<file path="src/rtl/temporizador_ctrl_pkg.sv">
// Shared definitions for the interval-timer controller: data width and FSM state encoding.
package temporizador_ctrl_pkg;

    localparam int WIDTH = 4;

    typedef enum logic [1:0] {
        IDLE  = 2'b00,
        LOAD  = 2'b01,
        COUNT = 2'b10,
        DONE  = 2'b11
    } state_e;

endpackage

</file>
<file path="src/rtl/temporizador_ctrl_if.sv">
// Control/status bundle between host logic (master) and the timer controller (slave).
interface temporizador_ctrl_if;
    import temporizador_ctrl_pkg::*;

    logic             start;
    logic             stop;
    logic             periodic;
    logic [WIDTH-1:0] limit;
    logic [WIDTH-1:0] Q;
    logic             busy;
    logic             done;
    logic [WIDTH-1:0] ciclos;
    logic [1:0]       state;

    modport master (
        output start, stop, periodic, limit,
        input  Q, busy, done, ciclos, state
    );

    modport slave (
        input  start, stop, periodic, limit,
        output Q, busy, done, ciclos, state
    );

endinterface

</file>
<file path="src/rtl/temporizador_ctrl_contador.sv">
// Up-counter datapath with synchronous clear (priority) and enable; state moves on the falling edge.
module contador_carga_4bits
    import temporizador_ctrl_pkg::*;
#(
    parameter int CNT_WIDTH = WIDTH
) (
    input  logic                 clock,
    input  logic                 reset,
    input  logic                 clear,
    input  logic                 enable,
    output logic [CNT_WIDTH-1:0] Q
);

    logic [CNT_WIDTH-1:0] count_q;

    // Count register: clear wins over enable, reset is asynchronous and active-low
    always_ff @(negedge clock or negedge reset) begin
        if (!reset) begin
            count_q <= '0;
        end else if (clear) begin
            count_q <= '0;
        end else if (enable) begin
            count_q <= count_q + CNT_WIDTH'(1);
        end
    end

    assign Q = count_q;

endmodule

</file>
<file path="src/rtl/temporizador_ctrl.sv">
// Interval-timer controller: sequences the counter through LOAD/COUNT/DONE, tracks completed intervals.
module temporizador_ctrl
    import temporizador_ctrl_pkg::*;
(
    input  logic                clock,
    input  logic                reset,
    temporizador_ctrl_if.slave  bus
);

    state_e           state_q, state_d;
    logic [WIDTH-1:0] lim_q, lim_d;
    logic [WIDTH-1:0] ciclos_q, ciclos_d;
    logic [WIDTH-1:0] countQ;
    logic             clear, enable;
    logic             busy, done;
    logic             accept;
    logic             atLimit;

    assign accept  = (state_q == IDLE) && bus.start && !bus.stop;
    assign atLimit = (countQ == lim_q);

    contador_carga_4bits #(
        .CNT_WIDTH(WIDTH)
    ) u_contador (
        .clock  (clock),
        .reset  (reset),
        .clear  (clear),
        .enable (enable),
        .Q      (countQ)
    );

    // State register, moves on the falling edge
    always_ff @(negedge clock or negedge reset) begin
        if (!reset) begin
            state_q <= IDLE;
        end else begin
            state_q <= state_d;
        end
    end

    // Next-state decode; stop aborts any active phase and beats start/periodic
    always_comb begin
        state_d = state_q;
        unique case (state_q)
            IDLE:    if (accept) state_d = LOAD;
            LOAD:    state_d = bus.stop ? IDLE : COUNT;
            COUNT: begin
                if (bus.stop) begin
                    state_d = IDLE;
                end else if (atLimit) begin
                    state_d = DONE;
                end
            end
            DONE: begin
                if (bus.stop) begin
                    state_d = IDLE;
                end else begin
                    state_d = bus.periodic ? LOAD : IDLE;
                end
            end
            default: state_d = IDLE;
        endcase
    end

    // Counter control follows the next state: count only while staying in COUNT, hold into DONE, clear otherwise
    always_comb begin
        clear  = !((state_d == COUNT) || (state_d == DONE));
        enable = (state_q == COUNT) && (state_d == COUNT);
        busy   = (state_q != IDLE);
        done   = (state_q == DONE);
    end

    // Next values for captured limit and interval tally; tally bumps only on a normal DONE exit
    always_comb begin
        lim_d    = lim_q;
        ciclos_d = ciclos_q;
        if (accept) begin
            lim_d    = bus.limit;
            ciclos_d = '0;
        end else if ((state_q == DONE) && !bus.stop) begin
            ciclos_d = ciclos_q + WIDTH'(1);
        end
    end

    // Limit and tally registers
    always_ff @(negedge clock or negedge reset) begin
        if (!reset) begin
            lim_q    <= '0;
            ciclos_q <= '0;
        end else begin
            lim_q    <= lim_d;
            ciclos_q <= ciclos_d;
        end
    end

    assign bus.Q      = countQ;
    assign bus.busy   = busy;
    assign bus.done   = done;
    assign bus.ciclos = ciclos_q;
    assign bus.state  = state_q;

endmodule

</file>
<file path="src/flat_wrapper.sv">
// flat-port wrapper written by rule: the top's interface ports become plain ports
module temporizador_ctrl_flat import temporizador_ctrl_pkg::*;
  (clock, reset, bus_start, bus_stop, bus_periodic, bus_limit, bus_Q, bus_busy, bus_done, bus_ciclos, bus_state);
  temporizador_ctrl_if bus_i ();
  input  logic clock;
  input  logic reset;
  input wire logic [$bits(bus_i.start)-1:0] bus_start;
  input wire logic [$bits(bus_i.stop)-1:0] bus_stop;
  input wire logic [$bits(bus_i.periodic)-1:0] bus_periodic;
  input wire logic [$bits(bus_i.limit)-1:0] bus_limit;
  output wire logic [$bits(bus_i.Q)-1:0] bus_Q;
  output wire logic [$bits(bus_i.busy)-1:0] bus_busy;
  output wire logic [$bits(bus_i.done)-1:0] bus_done;
  output wire logic [$bits(bus_i.ciclos)-1:0] bus_ciclos;
  output wire logic [$bits(bus_i.state)-1:0] bus_state;
  assign bus_i.start = bus_start;
  assign bus_i.stop = bus_stop;
  assign bus_i.periodic = bus_periodic;
  assign bus_i.limit = bus_limit;
  assign bus_Q = bus_i.Q;
  assign bus_busy = bus_i.busy;
  assign bus_done = bus_i.done;
  assign bus_ciclos = bus_i.ciclos;
  assign bus_state = bus_i.state;
  temporizador_ctrl u_core (.clock(clock), .reset(reset), .bus(bus_i));
endmodule
</file>
<file path="config.mk">
export PLATFORM = sky130hd
export DESIGN_NAME = temporizador_ctrl_flat
export DESIGN_NICKNAME = d
export VERILOG_FILES = /design/src/rtl/temporizador_ctrl_pkg.sv /design/src/rtl/temporizador_ctrl_if.sv /design/src/rtl/temporizador_ctrl_contador.sv /design/src/rtl/temporizador_ctrl.sv /design/src/flat_wrapper.sv
export SDC_FILE = /design/constraint.sdc
export NUM_CORES = 1
export LEC_CHECK = 0
export ABC_CLOCK_PERIOD_IN_PS = 3600
export BUFFER_PORTS_ARGS = -buffer_cell sky130_fd_sc_hd__buf_2
export CAP_MARGIN = 20
export CORE_UTILIZATION = 50
export DETAILED_ROUTE_END_ITERATION = 12
export PLACE_DENSITY = 0.78
export SETUP_SLACK_MARGIN = 0.02
export SKIP_CTS_REPAIR_TIMING = 1
export SLEW_MARGIN = 0
export SYNTH_ARGS = -nofsm -noshare
export SYNTH_HDL_FRONTEND = slang
export SYNTH_SLANG_ARGS = --single-unit
</file>
<file path="constraint.sdc">
create_clock -name clock -period 3.6 [get_ports clock]
set_clock_uncertainty 0.15 [all_clocks]
set_input_delay 0.54 -clock clock [delete_from_list [all_inputs] [get_ports clock]]
set_output_delay 0.54 -clock clock [all_outputs]
set_load 0.02 [all_outputs]
</file>
After elaboration in Yosys (flattened, before gate mapping) --
Cells that the tools add are included.
Word-level totals: register bits 14, output and inout port bits 12, logic and storage cells 33
Cells by class: add/sub/neg operators 2, equality and inequality tests 7, muxes and demuxes 11, reduce and logical (&&, ||, !) cells 9
Operators by type and width (number):
- two-way mux 4 bit | 4
- two-way mux 2 bit | 5
- adder 4 x 1 -> 4 bit, second input constant | 2
- equality test 2 bit, second input constant | 4
- case mux 2 bit (4 select lines) | 1
- equality test 4 bit | 1
- logical AND 1 bit | 4
- nonzero test 2 bit | 2
- equality test 2 x 1 -> 1 bit, second input constant | 1
- logical NOT 2 bit | 1
- != test 2 x 1 -> 1 bit, second input constant | 1
- logical NOT 1 bit | 1
- logical OR 1 bit | 1
- two-way mux 1 bit | 1

Depth between registers and ports, before layout --
Gate-level depths: netlist of the first run.
depth after elaboration 9, gate-level depth with buffers 5, mapped depth without buffers 4

Cells and area by module --
Synthesis of the first run repeated with hierarchy kept, for this count alone.
Second synthesis, totals: cell total of the unflattened synthesis 60, area, all modules 700.7 um^2
Modules (own cells, without submodules):
- temporizador_ctrl | instances 1, cells each 44, area each 508.0 um^2, sequential area each 250.2 um^2
- contador_carga_4bits | instances 1, cells each 16, area each 192.7 um^2, sequential area each 100.1 um^2

==> summary.md, run 1 <==
Summed over all nets, wire length on met3 after detailed routing comes to 57 µm. After clock tree synthesis, the clock-pin slew on the worst setup and hold paths is 0.06 ns. For this configuration, the core starts out at a cell density of 53.8%.

For the leakage power figure, the log shows 0.000459 µW. In the post-synthesis netlist, the biggest area contributors are sky130_fd_sc_hd__dfrtn_1 50%, sky130_fd_sc_hd__xor2_1 7.5%, sky130_fd_sc_hd__mux2_2 6.4%. For flop-to-flop paths, the worst setup slack is 1.91 ns. The uppermost signal routing layer after detailed routing is met4. The logic depth of the worst setup path including buffers came out at 2. The power density relative to cell area works out to 447 nW/µm².

Setup repair after global routing could not meet its margin everywhere. During I/O placement, the number of pins put on the boundary was 21. The clock network accounts for 28.1% of the total power. The die height was 39.4 µm; the post-detailed-route count of antenna-violating nets was 0. In this run switching power makes up 30.0% of total power.

The worst-case IR drop observed on VDD is 292 µV. The most instantiated flip-flop cell in the synthesis netlist is sky130_fd_sc_hd__dfrtn_1. The run gives 2 as the buffer levels on the longest clock path. TritonCTS built the clock tree. Master of the slowest instance on the critical path: sky130_fd_sc_hd__dfrtn_1. The number of sinks on the clock net came out at 14.

Dividing the detail-routed via count by the number of cells gives 5.41. The cell count after synthesis came out at 59. Yosys instantiated no cell more often than sky130_fd_sc_hd__dfrtn_1. By count the netlist is led by 14 x sky130_fd_sc_hd__dfrtn_1, 6 x sky130_fd_sc_hd__nor2_1, 6 x sky130_fd_sc_hd__xor2_1. The final routed wire length divided by cell count is 13.8 µm, and the number of synthesized flops with an enable pin is 0. The share of synthesized area in the top cell type comes to 50.0%. The tools report the final instance count without filler cells as 101.

The area growth from synthesis to layout came out at 28.0%. The final layout contains routed wiring with a total length of 1.39 mm. During placement, the flow inserted port buffers numbering 20.

The flow ran to the end, and the final reports show no timing, DRC or antenna violations. The largest total area in the synthesized netlist belongs to sky130_fd_sc_hd__dfrtn_1. For the pin with the worst max-slew slack, the measured transition is 0.449 ns. The worst register-to-register path ends at u_core.u_contador.Q[3]. For the number of global-route vias before repair, the log shows 492. Walking the worst path, the cells encountered are and2_4 > buf_6. The run gives 1560 µm² as the overall die area. The critical path ends at bus_done. Data on the critical path is required at its endpoint by 2.91 ns.

The sequential fraction of design power is 48.0%, and the count of state elements after synthesis is 14. Entering global routing, the biggest net connects 15 pins. STA puts the critical path data arrival time at 2.90 ns. The fraction of synthesis flops using an asynchronous set or reset pin is 100%, and the DRC violation count after routing is 0.

Clock latency at the later pin of the worst-skew pair: 0.28 ns. After global routing the overflow that remains totals 0. The origin of the critical flop-to-flop path was u_core.bus.state[1]. The tools report the kind of end point of the critical path as an output port. The worst setup path is launched from a flip-flop. The run gives 50.0% as the sequential fraction of the synthesis area. The first global-routing pass estimated 1.99 mm of wire.

Buffer cell driving the clock tree root: sky130_fd_sc_hd__clkbuf_4. In this run the core area contains 13 standard-cell rows. The largest incremental delay on the critical path works out to 0.53 ns. The logs give 0 for the final-report max-slew violation count and 281 µW for the internal power contribution. The number of endpoints with negative hold slack in the final report is 0, and the maximum fanout along the worst path is 7.

Setup violations remaining at the end of the flow were counted as 0. In this run the worst setup path begins at u_core.bus.state[0]. Yosys printed 0 warnings. The routability congestion estimate from global placement was 0.692; the number of antenna violations at the first check in global routing was 0. Layout cell share with drive strength beyond 1: 43.0%. Detailed-routing wirelength on met1: 609 µm. The mean cell area of the mapped netlist is 11.9 µm², and the via count of the routed design is 546. The tools report the count of placed standard cells including taps as 95. The cell family contributing the most delay on the critical path was flip-flops. The post-synthesis net count was 70; the worst reg-to-reg path cell count was 6.

Buffers inserted during clock tree synthesis total 3. Across the run, the number of max-cap violations was 0. In this run the cell area of the synthesized design comes to 701 µm².

Headroom to the max-slew limit came out at 69.9%. The count of buffer and inverter cells on the critical path came out at 1. The logs give 98 for the net count reported at finish and 0 for the count of inserted antenna diode cells. For this run, the detailed router's first-pass iteration total came to 4. The floorplan core area is 1300 µm², and the final HPWL from detailed placement is 1.04 mm. The critical path is of the flip-flop to output port type. The worst hold-check slack came out at 0.335 ns.

In this run, distinct cell masters in the synthesized netlist total 25. The global-route total usage across every layer was 19.9%; the number of violations reported at the end of detailed-routing iteration 0 was 4. For this design the total switching power over the nets is 120 µW.

The logs give 708 µm for the met2 wire length and 23.9% for the fraction of power consumed by combinational cells. The die outline width is 39.4 µm. In this run the worst hold path is classified as flip-flop to flip-flop. The total number of H-tree levels was 1.
[power by group through the flow]
stage	Combinational, µW	Sequential (µW)	Clock, µW
after global placement	83.1	195	0
final	96.0	192	113
after global routing	105	194	122
after CTS	87.8	194	116
after detailed placement	87.4	197	0
after floorplan	55.1	199	0
[final cells by class]
| class | instances | area (µm²) |
|---|---|---|
| flip-flops and latches | 14 | 350 |
| repair buffers | 24 | 143 |
| fillers | 109 | 404 |
| well taps | 15 | 18.8 |
| clock buffers | 4 | 36.3 |
| inverters | 3 | 11.3 |
| multi-input cells | 41 | 338 |
[registers in the layout, indices dropped and copies added, names as in the netlist]
signal	count
u_core.bus.state	2
u_core.bus.ciclos	4
u_core.u_contador.Q	4
u_core.lim_q	4
[how the worst min path moves through the flow]
stage	depth (start not counted)	from	end
after floorplan	1	u_core.lim_q[0]	u_core.lim_q[0]
after global placement	1	u_core.lim_q[0]	u_core.lim_q[0]
after detailed placement	1	u_core.lim_q[2]	u_core.lim_q[2]
after CTS	1	u_core.lim_q[2]	u_core.lim_q[2]
after global routing	1	u_core.lim_q[2]	u_core.lim_q[2]
final	1	u_core.lim_q[2]	u_core.lim_q[2]
[cell families (layout without fill, tap and decap cells)]
family	after synthesis	in the layout	share of synthesized area (%)
multiplexers	5	5	7.86
AND/OR/NAND/NOR	18	18	15.4
buffers and inverters	4	31	2.14
flip-flops	14	14	50.0
XOR/XNOR	8	8	10.0
adder cells (fa/ha/maj)	2	2	3.57
AO/OA/AOI/OAI	8	8	11.1
[per-stage QoR]
| stage | TNS [ns] | total power, µW | util (%) | area (µm²) | setup WS (ns) |
|---|---|---|---|---|---|
| after floorplan | 0 | 254 | - | 701 | 0.192 |
| after global placement | 0 | 278 | 63.8 | 831 | 0.0496 |
| after detailed placement | 0 | 284 | 63.8 | 831 | 0.0326 |
| after CTS | -0.0766 | 397 | 66.6 | 867 | -0.0461 |
| after global routing | -0.0613 | 421 | 68.9 | 897 | -0.0393 |
| final | 0 | 401 | 68.9 | 897 | 0.00688 |
[layout by cell type (no fill, tap or decap), types with 3 or more instances in the layout]
cell	Yosys	layout
sky130_fd_sc_hd__buf_2	0	18
sky130_fd_sc_hd__buf_4	0	4
sky130_fd_sc_hd__clkbuf_4	0	3
sky130_fd_sc_hd__dfrtn_1	14	14
sky130_fd_sc_hd__mux2_2	4	4
sky130_fd_sc_hd__nand3_1	3	3
sky130_fd_sc_hd__nor2_1	6	6
sky130_fd_sc_hd__xor2_1	6	6
[per-layer routing]
layer / global-route usage (%) / up-vias
met5: 0 / -
met4: 7.76 / 0
met3: 6.82 / 2
met2: 34.0 / 15
met1: 22.2 / 267
li1: - / 262
No activity file was read; power rests on OpenSTA's default activity.
==> run 2: changes to the inputs <==
Settings changed: ABC_AREA set to 1, PLACE_DENSITY 0.78 to 0.76, SLEW_MARGIN 0 to 20.
==> run 2 against run 1 <==
Final cell count up 33%; routed wire length increased by 0.93%; setup slack worse by 0.0068 ns; utilization grew 0.38 points; sequential share of layout area fell by 2.5 points; first-iteration DRC count grew to 4.3 times the previous value; flip-flop and latch count is the same; area after synthesis rose by 12%; via count increased by 19%; clock-buffer cell count down 1; largest cell class is now multi-input gates; highest routed layer unchanged.
==> summary.md, run 2 <==
The count of inserted antenna diode cells is 0 (unchanged), and the count of input and output buffers is 20 (unchanged). In the post-synthesis netlist, the biggest area contributors are sky130_fd_sc_hd__dfrtn_1 44%, sky130_fd_sc_hd__nand2_1 11%, sky130_fd_sc_hd__inv_1 5.2%. Wire length after detailed routing: 1.40 mm (+0.93%).

The peak supply drop came out at 250 µV (-15%). The top-area cell type share of the netlist area is 44.4% (-5.6 points). The final instance count without filler cells was 134 (+33%); the Yosys warning count was 0 (unchanged). The number of endpoints with negative hold slack in the final report is 0 (unchanged). The number of distinct library cells after synthesis was 23 (-8.0%). The worst setup path is captured at an output port.

The via count normalized by instance count was 4.85 (-10%); the final HPWL from detailed placement was 1.07 mm (+3.2%). The tools report the number of sinks on the clock net as 14 (unchanged). TritonCTS built the clock tree. After synthesis, the most frequently instantiated cells are 24 x sky130_fd_sc_hd__nand2_1, 14 x sky130_fd_sc_hd__dfrtn_1, 11 x sky130_fd_sc_hd__inv_1. The count of fill cells added during filler insertion was 125 (+15%); the data arrival time of the critical path was 2.91 ns (about the same).

The largest incremental delay on the critical path is 0.51 ns (-0.02 ns). The slew at the pin closest to its max-slew limit came out at 0.334 ns (-0.116 ns). The tools report the net count reported at finish as 132 (+35%).

The number of max-capacitance violations reported is 0 (unchanged), and the number of cells produced by synthesis is 93 (+58%). For the post-synthesis cell area, the log shows 788 µm² (+12%). The maximum fanout along the worst path is 4 (-3). The clock edge transition at the registers on the reported setup and hold paths was 0.06 ns (about the same); the number of global-route vias before repair was 610 (+24%).

The logs give 1740 µm² (+12%) for the overall die area and 44.4% (-5.6 points) for the sequential fraction of the synthesis area. The wire length of the first global-routing pass was 2.48 mm (+25%). The run finished with clean final reports. The count of state elements after synthesis works out to 14 (unchanged). The final-report setup violation count came out at 0 (unchanged).

The die height came out at 41.7 µm (+5.8%). The slowest stage of the critical path belongs to the cell sky130_fd_sc_hd__dfrtn_1. STA classifies the critical path startpoint as a flip-flop. In this design, the largest share of critical-path delay is due to flip-flops. The routability congestion estimate from global placement is 0.751 (+8.5%), and the final-report max-slew violation count is 0 (unchanged). The worst slew slack as a fraction of its limit was 77.7% (+7.7 points). Most frequent standard cell in the layout excluding fill and tap cells: sky130_fd_sc_hd__nand2_1. The mean cell area of the mapped netlist was 8.48 µm² (-29%).

The starting density of the core was 57.0% (+3.2 points). The worst hold-check slack is 0.306 ns (-0.0292 ns). By instance count, the leading cell after synthesis is sky130_fd_sc_hd__nand2_1.

In the layout the commonest cells are 24 x sky130_fd_sc_hd__nand2_1, 19 x sky130_fd_sc_hd__buf_2, 14 x sky130_fd_sc_hd__dfrtn_1, 11 x sky130_fd_sc_hd__inv_1, 6 x sky130_fd_sc_hd__nor2_1. The number of violations reported at the end of detailed-routing iteration 0 is 17 (+13), and the number of antenna violations at the first check in global routing is 0 (unchanged). The final routed wire length divided by cell count works out to 10.5 µm (-24%). The post-detailed-route count of antenna-violating nets is 0 (unchanged), and the critical path data required time is 2.91 ns (about the same).

The layout cell share with drive strength beyond 1 was 34.5% (-8.6 points); the setup TNS was 0 ns (unchanged). Compared with the post-synthesis result, the final layout area differs by 21.6%. The die outline width is 41.7 µm (+5.8%), and the buffer levels on the longest clock path is 2 (unchanged). The critical path is of the flip-flop to output port type. Fraction of synthesis flops using an asynchronous set or reset pin: 100% (unchanged). The run gives 104 (+49%) as the post-synthesis net count. The worst hold path class is flip-flop to flip-flop.

Global-route congestion overflow total: 0 (unchanged). The logs give 650 (+19%) for the via count of the routed design and 3 (unchanged) for the total CTS buffers. The global-route total usage across every layer is 18.4% (-1.5 points). For the total number of H-tree levels, the log shows 1 (unchanged). The leakage power figure is 0.000517 µW (+13%). The DRC violation count after routing was 0 (unchanged).

The run gives 21 (unchanged) as the number of ports placed on the die boundary. The number of synthesized flops with an enable pin was 0 (unchanged); the count of placed standard cells including taps was 128 (+35%). The number of placement rows was 13 (unchanged). Setup repair after global routing could not meet its margin everywhere. The largest area contributor in the netlist is sky130_fd_sc_hd__dfrtn_1. The count of buffer and inverter cells on the critical path was 2 (+1); the clock latency at the later pin of the worst-skew pair was 0.28 ns (about the same). The length of the first detailed-routing pass in iterations is 4 (unchanged).

The critical path goes through nand2_2 > inv_2 > buf_6. Most instantiated flip-flop cell in the synthesis netlist: sky130_fd_sc_hd__dfrtn_1. The floorplan core area was 1380 µm² (+6.3%).

The cell sitting at the root of the clock tree is a sky130_fd_sc_hd__clkbuf_4. Power density relative to cell area: 390 nW/µm² (-13%). The tools report the maximum number of pins on one net before global-route repair as 15 (unchanged).
==> run 2: cell types whose count changed in the layout (fill, tap and decap cells not counted), moves of 4 or more <==
cell,change
sky130_fd_sc_hd__inv_1,+9
sky130_fd_sc_hd__o21ai_1,+4
sky130_fd_sc_hd__xor2_1,-5
sky130_fd_sc_hd__mux2_2,-4
sky130_fd_sc_hd__nand2_1,+23
==> run 2: logic make-up after synthesis <==
group | after synthesis | synth area share (%)
compound gates | 8 | 5.40
xor+xnor | 4 | 4.45
buf+inv | 15 | 7.46
fa+ha+maj | 2 | 3.17
simple gates | 50 | 35.1
flops | 14 | 44.4
==> run 2: layer usage <==
layer / up-vias / GRT usage [%] / share of wire [%]
met3: 2 / 3.04 / 3.5
li1: 350 / - / -
met5: - / 0 / 0
met4: 0 / 5.81 / 1.2
met2: 15 / 29.4 / 46
met1: 283 / 25.5 / 49
==> run 2: power breakdown <==
part           total [µW]  internal (µW)  switching [µW]
clock network        85.4           38.8            46.7
registers             193            177            15.9
logic                95.6           36.7            58.8
total                 374            252             121
==> run 2: area by class of cell <==
class | instances | area, µm² | area share, %
Multi-Input combinational cell | 64 | 379 | 39.6
Sequential cell | 14 | 350 | 36.6
Timing Repair Buffer | 23 | 129 | 13.4
Inverter | 15 | 58.8 | 6.14
Clock buffer | 3 | 22.5 | 2.35
Tap cell | 15 | 18.8 | 1.96
==> run 2: final timing paths <==
kind | end | slack (ns) | from | depth (start not counted)
setup / recovery | bus_done | 0.0001 | u_core.bus.state[0] | 3
hold / removal | u_core.bus.ciclos[2] | 0.31 | u_core.bus.ciclos[2] | 2
setup reg to reg | u_core.u_contador.Q[0] | 2.04 | u_core.bus.state[1] | 8
hold reg to reg | u_core.bus.ciclos[2] | 0.31 | u_core.bus.ciclos[2] | 2
max in group asynchronous | u_core.lim_q[0] | 1.36 | reset | 1
min in group asynchronous | u_core.bus.state[1] | 1.67 | reset | 1
==> run 2: per-stage QoR <==
stage | util [%] | worst slack [ns] | cell area [µm²] | power [µW]
6_report | 69.3 | 0.000105 | 958 | 374
5_1_grt | 69.3 | -0.0540 | 958 | 395
4_1_cts | 67.2 | -0.0817 | 930 | 374
3_5_place_dp | 65.6 | 0.121 | 907 | 288
3_3_place_gp | 65.6 | 0.155 | 907 | 286
2_1_floorplan | - | 0.233 | 788 | 259
==> run 2: worst reg2reg max path, stage by stage, from the launching register on <==
cell                      delay, ns
sky130_fd_sc_hd__dfrtn_1       0.51
sky130_fd_sc_hd__buf_4         0.15
sky130_fd_sc_hd__nand3_2       0.08
sky130_fd_sc_hd__nor2_2        0.12
sky130_fd_sc_hd__nand3_2       0.11
sky130_fd_sc_hd__nand4_4       0.11
sky130_fd_sc_hd__nand2_2       0.08
sky130_fd_sc_hd__nand2_1       0.07
sky130_fd_sc_hd__nand2_1       0.05
